<file path="config.mk">
export PLATFORM = sky130hd
export DESIGN_NAME = mi_arbiter
export DESIGN_NICKNAME = d
export VERILOG_FILES = /design/src/rtl/mi_arbiter.sv
export SDC_FILE = /design/constraint.sdc
export NUM_CORES = 1
export LEC_CHECK = 0
export ABC_AREA = 1
export BUFFER_PORTS_ARGS = -buffer_cell sky130_fd_sc_hd__buf_2
export CORE_AREA = 3 3 103 105
export CTS_CLUSTER_DIAMETER = 40
export CTS_CLUSTER_SIZE = 30
export DETAILED_ROUTE_END_ITERATION = 16
export DIE_AREA = 0 0 106 108
export HOLD_SLACK_MARGIN = 0.02
export PLACE_DENSITY_LB_ADDON = 0.12
export SYNTH_ARGS = -nofsm -noshare
export SYNTH_HDL_FRONTEND = slang
export SYNTH_SLANG_ARGS = --single-unit
</file>
<file path="constraint.sdc">
create_clock -name clk_1x -period 1.08 [get_ports clk_1x]
set_clock_uncertainty 0.15 [all_clocks]
set_input_delay 0.216 -clock clk_1x [delete_from_list [all_inputs] [get_ports clk_1x]]
set_output_delay 0.216 -clock clk_1x [all_outputs]
set_load 0.02 [all_outputs]
</file>
<file path="src/rtl/mi_arbiter.sv">
// rtl/mi_arbiter.sv - two-port memory-interface arbiter with a port-1 starvation bound
//
// Ports:
//   clk_1x, rst                      clock; asynchronous active-high reset
//   p0_addr/p0_len/p0_valid/p0_ready video DMA read command (len = words-1)
//   p0_rstb/p0_rlast                 port-0 read strobe and qualified last word
//   p1_addr/p1_len/p1_rw/p1_valid/p1_ready
//                                    test-engine command (rw: 1 read, 0 write)
//   p1_wdata, p1_wack/p1_wlast       port-1 write data and write acks
//   p1_rstb/p1_rlast                 port-1 read strobe and qualified last word
//   rdata                            controller read data, shared by both ports
//   m_addr/m_len/m_rw/m_valid/m_ready
//                                    command channel to the memory controller
//   m_wdata, m_wack/m_wlast          write data and acks from the controller
//   m_rdata, m_rstb/m_rlast          read data and strobes from the controller
//   owner                            current grant (0 video, 1 test engine)

module mi_arbiter #(
    parameter int MAX_STARVE = 8
) (
    input  logic        clk_1x,
    input  logic        rst,

    input  logic [31:0] p0_addr,
    input  logic [6:0]  p0_len,
    input  logic        p0_valid,
    output logic        p0_ready,
    output logic        p0_rstb,
    output logic        p0_rlast,

    input  logic [31:0] p1_addr,
    input  logic [6:0]  p1_len,
    input  logic        p1_rw,
    input  logic        p1_valid,
    output logic        p1_ready,
    input  logic [31:0] p1_wdata,
    output logic        p1_wack,
    output logic        p1_wlast,
    output logic        p1_rstb,
    output logic        p1_rlast,

    output logic [31:0] rdata,

    output logic [31:0] m_addr,
    output logic [6:0]  m_len,
    output logic        m_rw,
    output logic        m_valid,
    input  logic        m_ready,
    output logic [31:0] m_wdata,
    input  logic        m_wack,
    input  logic        m_wlast,
    input  logic        m_rstb,
    input  logic        m_rlast,
    input  logic [31:0] m_rdata,

    output logic        owner
);

    typedef enum logic [1:0] {
        ST_IDLE = 2'd0,
        ST_CMD  = 2'd1,
        ST_DATA = 2'd2
    } state_t;

    localparam logic [3:0] STARVE_LIMIT = 4'(MAX_STARVE);

    state_t      state_q, state_d;
    logic        owner_q, owner_d;
    logic [3:0]  starve_q, starve_d;
    logic        rd_q, rd_d;          // latched direction of the transfer in flight
    logic        own_valid;
    logic        starve_ok;

    always_ff @(posedge clk_1x or posedge rst) begin
        if (rst) begin
            state_q  <= ST_IDLE;
            owner_q  <= 1'b0;
            starve_q <= 4'd0;
            rd_q     <= 1'b0;
        end else begin
            state_q  <= state_d;
            owner_q  <= owner_d;
            starve_q <= starve_d;
            rd_q     <= rd_d;
        end
    end

    assign own_valid = owner_q ? p1_valid : p0_valid;
    // Port 0 wins ties until it has taken MAX_STARVE grants in a row past a waiting port 1.
    assign starve_ok = (starve_q < STARVE_LIMIT);

    always_comb begin
        state_d  = state_q;
        owner_d  = owner_q;
        starve_d = starve_q;
        rd_d     = rd_q;
        case (state_q)
            ST_IDLE: begin
                if (p0_valid && (starve_ok || !p1_valid)) begin
                    owner_d = 1'b0;
                    state_d = ST_CMD;
                    // Only grants that make port 1 wait count toward starvation.
                    if (p1_valid && starve_ok) begin
                        starve_d = starve_q + 4'd1;
                    end
                end else if (p1_valid) begin
                    owner_d  = 1'b1;
                    starve_d = 4'd0;
                    state_d  = ST_CMD;
                end
            end
            ST_CMD: begin
                if (!own_valid) begin
                    // Owner withdrew its request; abandon without issuing.
                    state_d = ST_IDLE;
                end else if (m_ready) begin
                    state_d = ST_DATA;
                    rd_d    = owner_q ? p1_rw : 1'b1;
                end
            end
            ST_DATA: begin
                if (rd_q ? (m_rstb && m_rlast) : (m_wack && m_wlast)) begin
                    state_d = ST_IDLE;
                end
            end
            default: begin
                state_d = ST_IDLE;
            end
        endcase
    end

    // Handshake and strobe routing; everything is held low outside the phase
    // it belongs to so stray controller strobes never reach a port.
    always_comb begin
        m_valid  = 1'b0;
        p0_ready = 1'b0;
        p1_ready = 1'b0;
        p0_rstb  = 1'b0;
        p0_rlast = 1'b0;
        p1_rstb  = 1'b0;
        p1_rlast = 1'b0;
        p1_wack  = 1'b0;
        p1_wlast = 1'b0;
        if (state_q == ST_CMD) begin
            m_valid  = own_valid;
            p0_ready = m_ready && !owner_q;
            p1_ready = m_ready && owner_q;
        end
        if (state_q == ST_DATA) begin
            if (rd_q) begin
                if (owner_q) begin
                    p1_rstb  = m_rstb;
                    p1_rlast = m_rstb && m_rlast;
                end else begin
                    p0_rstb  = m_rstb;
                    p0_rlast = m_rstb && m_rlast;
                end
            end else if (owner_q) begin
                p1_wack  = m_wack;
                p1_wlast = m_wack && m_wlast;
            end
        end
    end

    assign m_addr  = owner_q ? p1_addr : p0_addr;
    assign m_len   = owner_q ? p1_len  : p0_len;
    assign m_rw    = owner_q ? p1_rw   : 1'b1;
    assign m_wdata = p1_wdata;
    assign rdata   = m_rdata;
    assign owner   = owner_q;

endmodule

</file>
======== Word-level counts from Yosys, hierarchy flattened ========
Index checks and enable logic that the tools add are counted.
W data, S select, Z words.
operators by class
  add/subtract/negate cells ............... 1
  order comparisons ....................... 1
  equality and inequality tests ........... 6
  muxes and demuxes ....................... 37
  reductions and logical operators ........ 15
operators by type and width
  kind                   count
  $mux W32               1
  $mux W1                26
  $mux W4                3
  $mux W2                5
  $reduce_and A3 Y1      3
  $mux W7                1
  $logic_and A1 B1 Y1    6
  $ne A3 B3 Y1 const B   2
  $pmux W2 S3            1
  $add A4 B1 Y4 const B  1
  $lt A4 B4 Y1 const B   1
  $eq A2 B1 Y1 const B   1
  $eq A2 B2 Y1 const B   1
  $logic_not A1 Y1       2
  $logic_not A2 Y1       1
  $ne A2 B1 Y1 const B   1
  $ne A2 B2 Y1 const B   1
  $reduce_and A2 Y1      1
  $reduce_bool A2 Y1     1
  $logic_or A1 B1 Y1     1
word-level totals
  register bits after elaboration ......... 8
  input bits .............................. 152
  output and inout bits ................... 114

======== Longest topological paths before layout ========
  word-level depth ........................ 5
  depth in mapped cells ................... 6
  depth with buffers taken out ............ 6

======== Least setup slack after synthesis ========
No wires, ideal clock.
  path kind ............................... register to output
  start point ............................. register owner_q, in the netlist owner
  end point ............................... output port p0_rlast
  arrival ................................. 1.310 ns
  required time ........................... 0.714 ns
  slack ................................... -0.596 ns
  cell stages (with the launch flop) ...... 4
  buffers on the path ..................... 2
  cells stage by stage .................... dfrtp_1 buf_4 buf_2 nor3_1
between the ends
  word-level cells in the longest chain between the ends .. 3
RTL lines
  what                    line  text
  start, declared         68    logic owner_q, owner_d;
  start signal, assigned  82    owner_q <= owner_d;
  $mux W1                 151   if (owner_q) begin
  $mux W1                 150   if (rd_q) begin
  $mux W1                 149   if (state_q == ST_DATA) begin
  end, declared           29    output logic p0_rlast,
No other way between the ends.

======== Worst setup path in the final report ========
  start point ............................. register owner_q, in the netlist owner
  end point ............................... output port m_valid
between the ends
  word-level cells in the longest chain between the ends .. 2
RTL lines
  what           line  text
  $mux W1        88    assign own_valid = owner_q ? p1_valid : p0_valid;
  $mux W1        144   if (state_q == ST_CMD) begin
  end, declared  47    output logic m_valid,
No other way between the ends.

==> summary.txt <==
Run status
  • Status: finished with violations
  • Failing checks: negative setup slack

Floorplanning
  • Starting density of the core: between 10 and 15%
  • Die Area: between 0.01 and 0.015 mm^2
  • Die Span Y: 108 um
  • Core Footprint: between 0.009 and 0.01 mm^2
  • Row cnt: 36
  • Chip Width: 106 um
  • # IOs: 266

STA
  • Slew margin rel.: 77.2%
  • RSZ-0062 raised after global routing: true
  • Setup ws final: -554 ps
  • Fmax: between 0.6 and 0.7 GHz
  • Final hold viol count: 0
  • Worst-Margin Slew: approximately 340 ps
  • Final setup viols: 58
  • Final Max Tran Viols: 0
  • Post-route clock period utilization: 151%
  • Crit path time final: 1630 ps

Setup path
  • Max FO, Critical Path: 5
  • CP startpoint kind: register
  • Crit path cell chain: buf_8 > buf_6 > nand2_4 > a21oi_4 > buf_6
  • R2R Setup Slk: -210 ps
  • Arr. time, crit path: 1270 ps
  • Worst setup path category: register to output port
  • Critical Path RT: 710 ps
  • Crit-path most repeated cell: buf_6
  • CP peak stage delay: 420 ps
  • CP Capture Type: output port
  • CP max stage cell: dfrtp_2

Job
  • Max Cap Viol: 0

Clocking
  • Clock Sinks: 8
  • Buffer depth of the longest clock path: 2
  • Clk Latency, worst-skew pair: 230 ps
  • Clock root buffer: clkbuf_8
  • CTS tree: done
  • Clock transition at path regs: 40 ps
  • TritonCTS Buffers: 3
  • H-tree Lvls: 1

Routing
  • First DRT Iteration DRCs: 79
  • DRC errors left: 0
  • Drt total wl: 7010 um
  • Vias: between 1500 and 2000
  • Drt first pass iters: 3
  • DR WL/cell: 14.1 um
  • Detail Route Antenna Nets: 0
  • Via density per instance: 3.82

Synthesis
  • Synth warnings: 0
  • Synth Area in Adders: 0.861%
  • Synth Area in Simple Gates: 43.3%
  • Flops & latches, synth: 8
  • Share of the yosys chip area belonging to registers: 13.8%
  • Netlist cell types: 13
  • Post-Synth XOR/XNOR Area: 0%
  • Synthesized instance count: 264
  • Syn nets: roughly 420
  • Largest family of logic cells by synthesized area: simple AND/OR/NAND/NOR gates
  • Multiplexer share of the synthesized area: 0%
  • Synth Area per Inst: 5.50 um^2
  • Synthesized cell area: 0.00145 mm^2
  • Compound-Gate Fraction of Synth Area: about 2.3%

GRT
  • Overflow after GRT: 0
  • First-pass GRT wire length: 10200 um
  • All-Layer GR Usage: 11.3%
  • Initial antenna violation count: 0
  • Largest net degree at the start of global routing: 17
  • Number of global-route vias before repair: 1897

Layout
  • Most frequent cells in the layout: buf_2 (89), nand2_1 (71), nand2_2 (61), buf_6 (43), buf_4 (28)
  • Most common cell after layout, fill and taps aside: buf_2
  • Area grow syn2layout: 94.3%
  • # diodes: 0
  • Final core occ: 29.0%
  • Final nets: 518
  • Layout cells sized above 1: 73.6%

Power
  • Total power: 7.15 mW
  • Leakage: about 1.5 nW
  • P per Cell Area: 2530 mW/mm^2
  • Peak VDD IR: 0.773 mV

Placed design
  • Final GP Congestion: 0.670
  • Port Buf Inserts: 137
  • HPWL after DPL: 5670 um

Hold path
  • Hold Path Class: input pin to register
-- metrics by stage --
| stage | cell area, um^2 | std cells | worst slack (ps) | hold slack, ps | setup TNS (ps) |
|---|---|---|---|---|---|
| after CTS | 2710 | 494 | -575 | 228 | -27110 |
| final | 2820 | 496 | -554 | 225 | -26240 |
| after global placement | 2190 | 483 | -372 | 55.5 | -18000 |
| after floorplan | 1690 | 264 | -232 | -118 | -10330 |
| after global routing | 2820 | 496 | -604 | 268 | -29760 |
| after detailed placement | 2190 | 483 | -359 | 53.5 | -18090 |
-- power by group --
| part | internal (mW) | leakage, nW | switching (mW) | total (mW) |
|---|---|---|---|---|
| Combinational | 2.91 | 1.39 | 3.30 | 6.21 |
| Clock | 0.242 | 0.0216 | 0.127 | 0.369 |
| Sequential | 0.439 | 0.100 | 0.126 | 0.564 |
-- metal layers --
layer / vias to the layer above / part of all wire (%) / global-route usage, %
li1: 935 / - / -
met1: 829 / 35 / 11.9
met2: 130 / 54 / 22.1
met3: 0 / 11 / 5.01
met4: 0 / 0 / 0.0925
met5: - / 0 / 0
-- cell usage after synthesis --
cell | instances | area [um^2]
a21oi_1 | 1 | 5.00
a21oi_2 | 1 | 8.76
buf_2 | 8 | 40.0
buf_4 | 65 | 488
dfrtp_1 | 8 | 200
ha_1 | 1 | 12.5
inv_1 | 13 | 48.8
nand2_1 | 138 | 518
nand3_1 | 7 | 35.0
nand4_1 | 1 | 6.26
nor2_1 | 12 | 45.0
nor3_1 | 5 | 25.0
o21ai_0 | 4 | 20.0
-- sequential cells by signal, summed over array words and instances, names as in the netlist --
name and flops:
owner 1, starve_q 4, rd_q 1, state_q 2
-- layout make-up --
type / count / area (um^2)
clock buffer: 3 / 41.3
fill: 1069 / 6910
inverter: 13 / 53.8
multi-input combinational: 170 / 1030
sequential: 8 / 204
tap: 133 / 166
timing repair buffer: 169 / 1330
-- final timing paths --
check                            startpoint           to  cells past startpoint
max in group asynchronous               rst         rd_q                      3
worst min-delay path               p0_valid        owner                      4
worst max-delay path                  owner      m_valid                      5
min in group asynchronous               rst  starve_q[1]                      3
worst min register to register  starve_q[3]  starve_q[3]                      2
worst max register to register        owner         rd_q                      5
-- timing repair --
action	in CTS	in global routing
gates resized for setup	123	25
setup buffers	4	2
cloned	3	0
setup endpoints to repair	58	58
hold endpoints to repair	8	0
hold buffers	1	0
pin swaps	6	3
-- cells by family (layout without fill, tap and decap cells) --
family / Yosys count / in the layout
compound gates: 6 / 6
fa+ha+maj: 1 / 1
buf+inv: 86 / 185
flops: 8 / 8
simple gates: 163 / 163
-- worst max-delay path, delay by kind of cell, from the launching register on --
family                 cells  cell delay (ps)
flip-flops                 1              420
buffers and inverters      3              410
AO/OA/AOI/OAI              1              170
AND/OR/NAND/NOR            1               50
No activity file was read; power rests on OpenSTA's default activity.
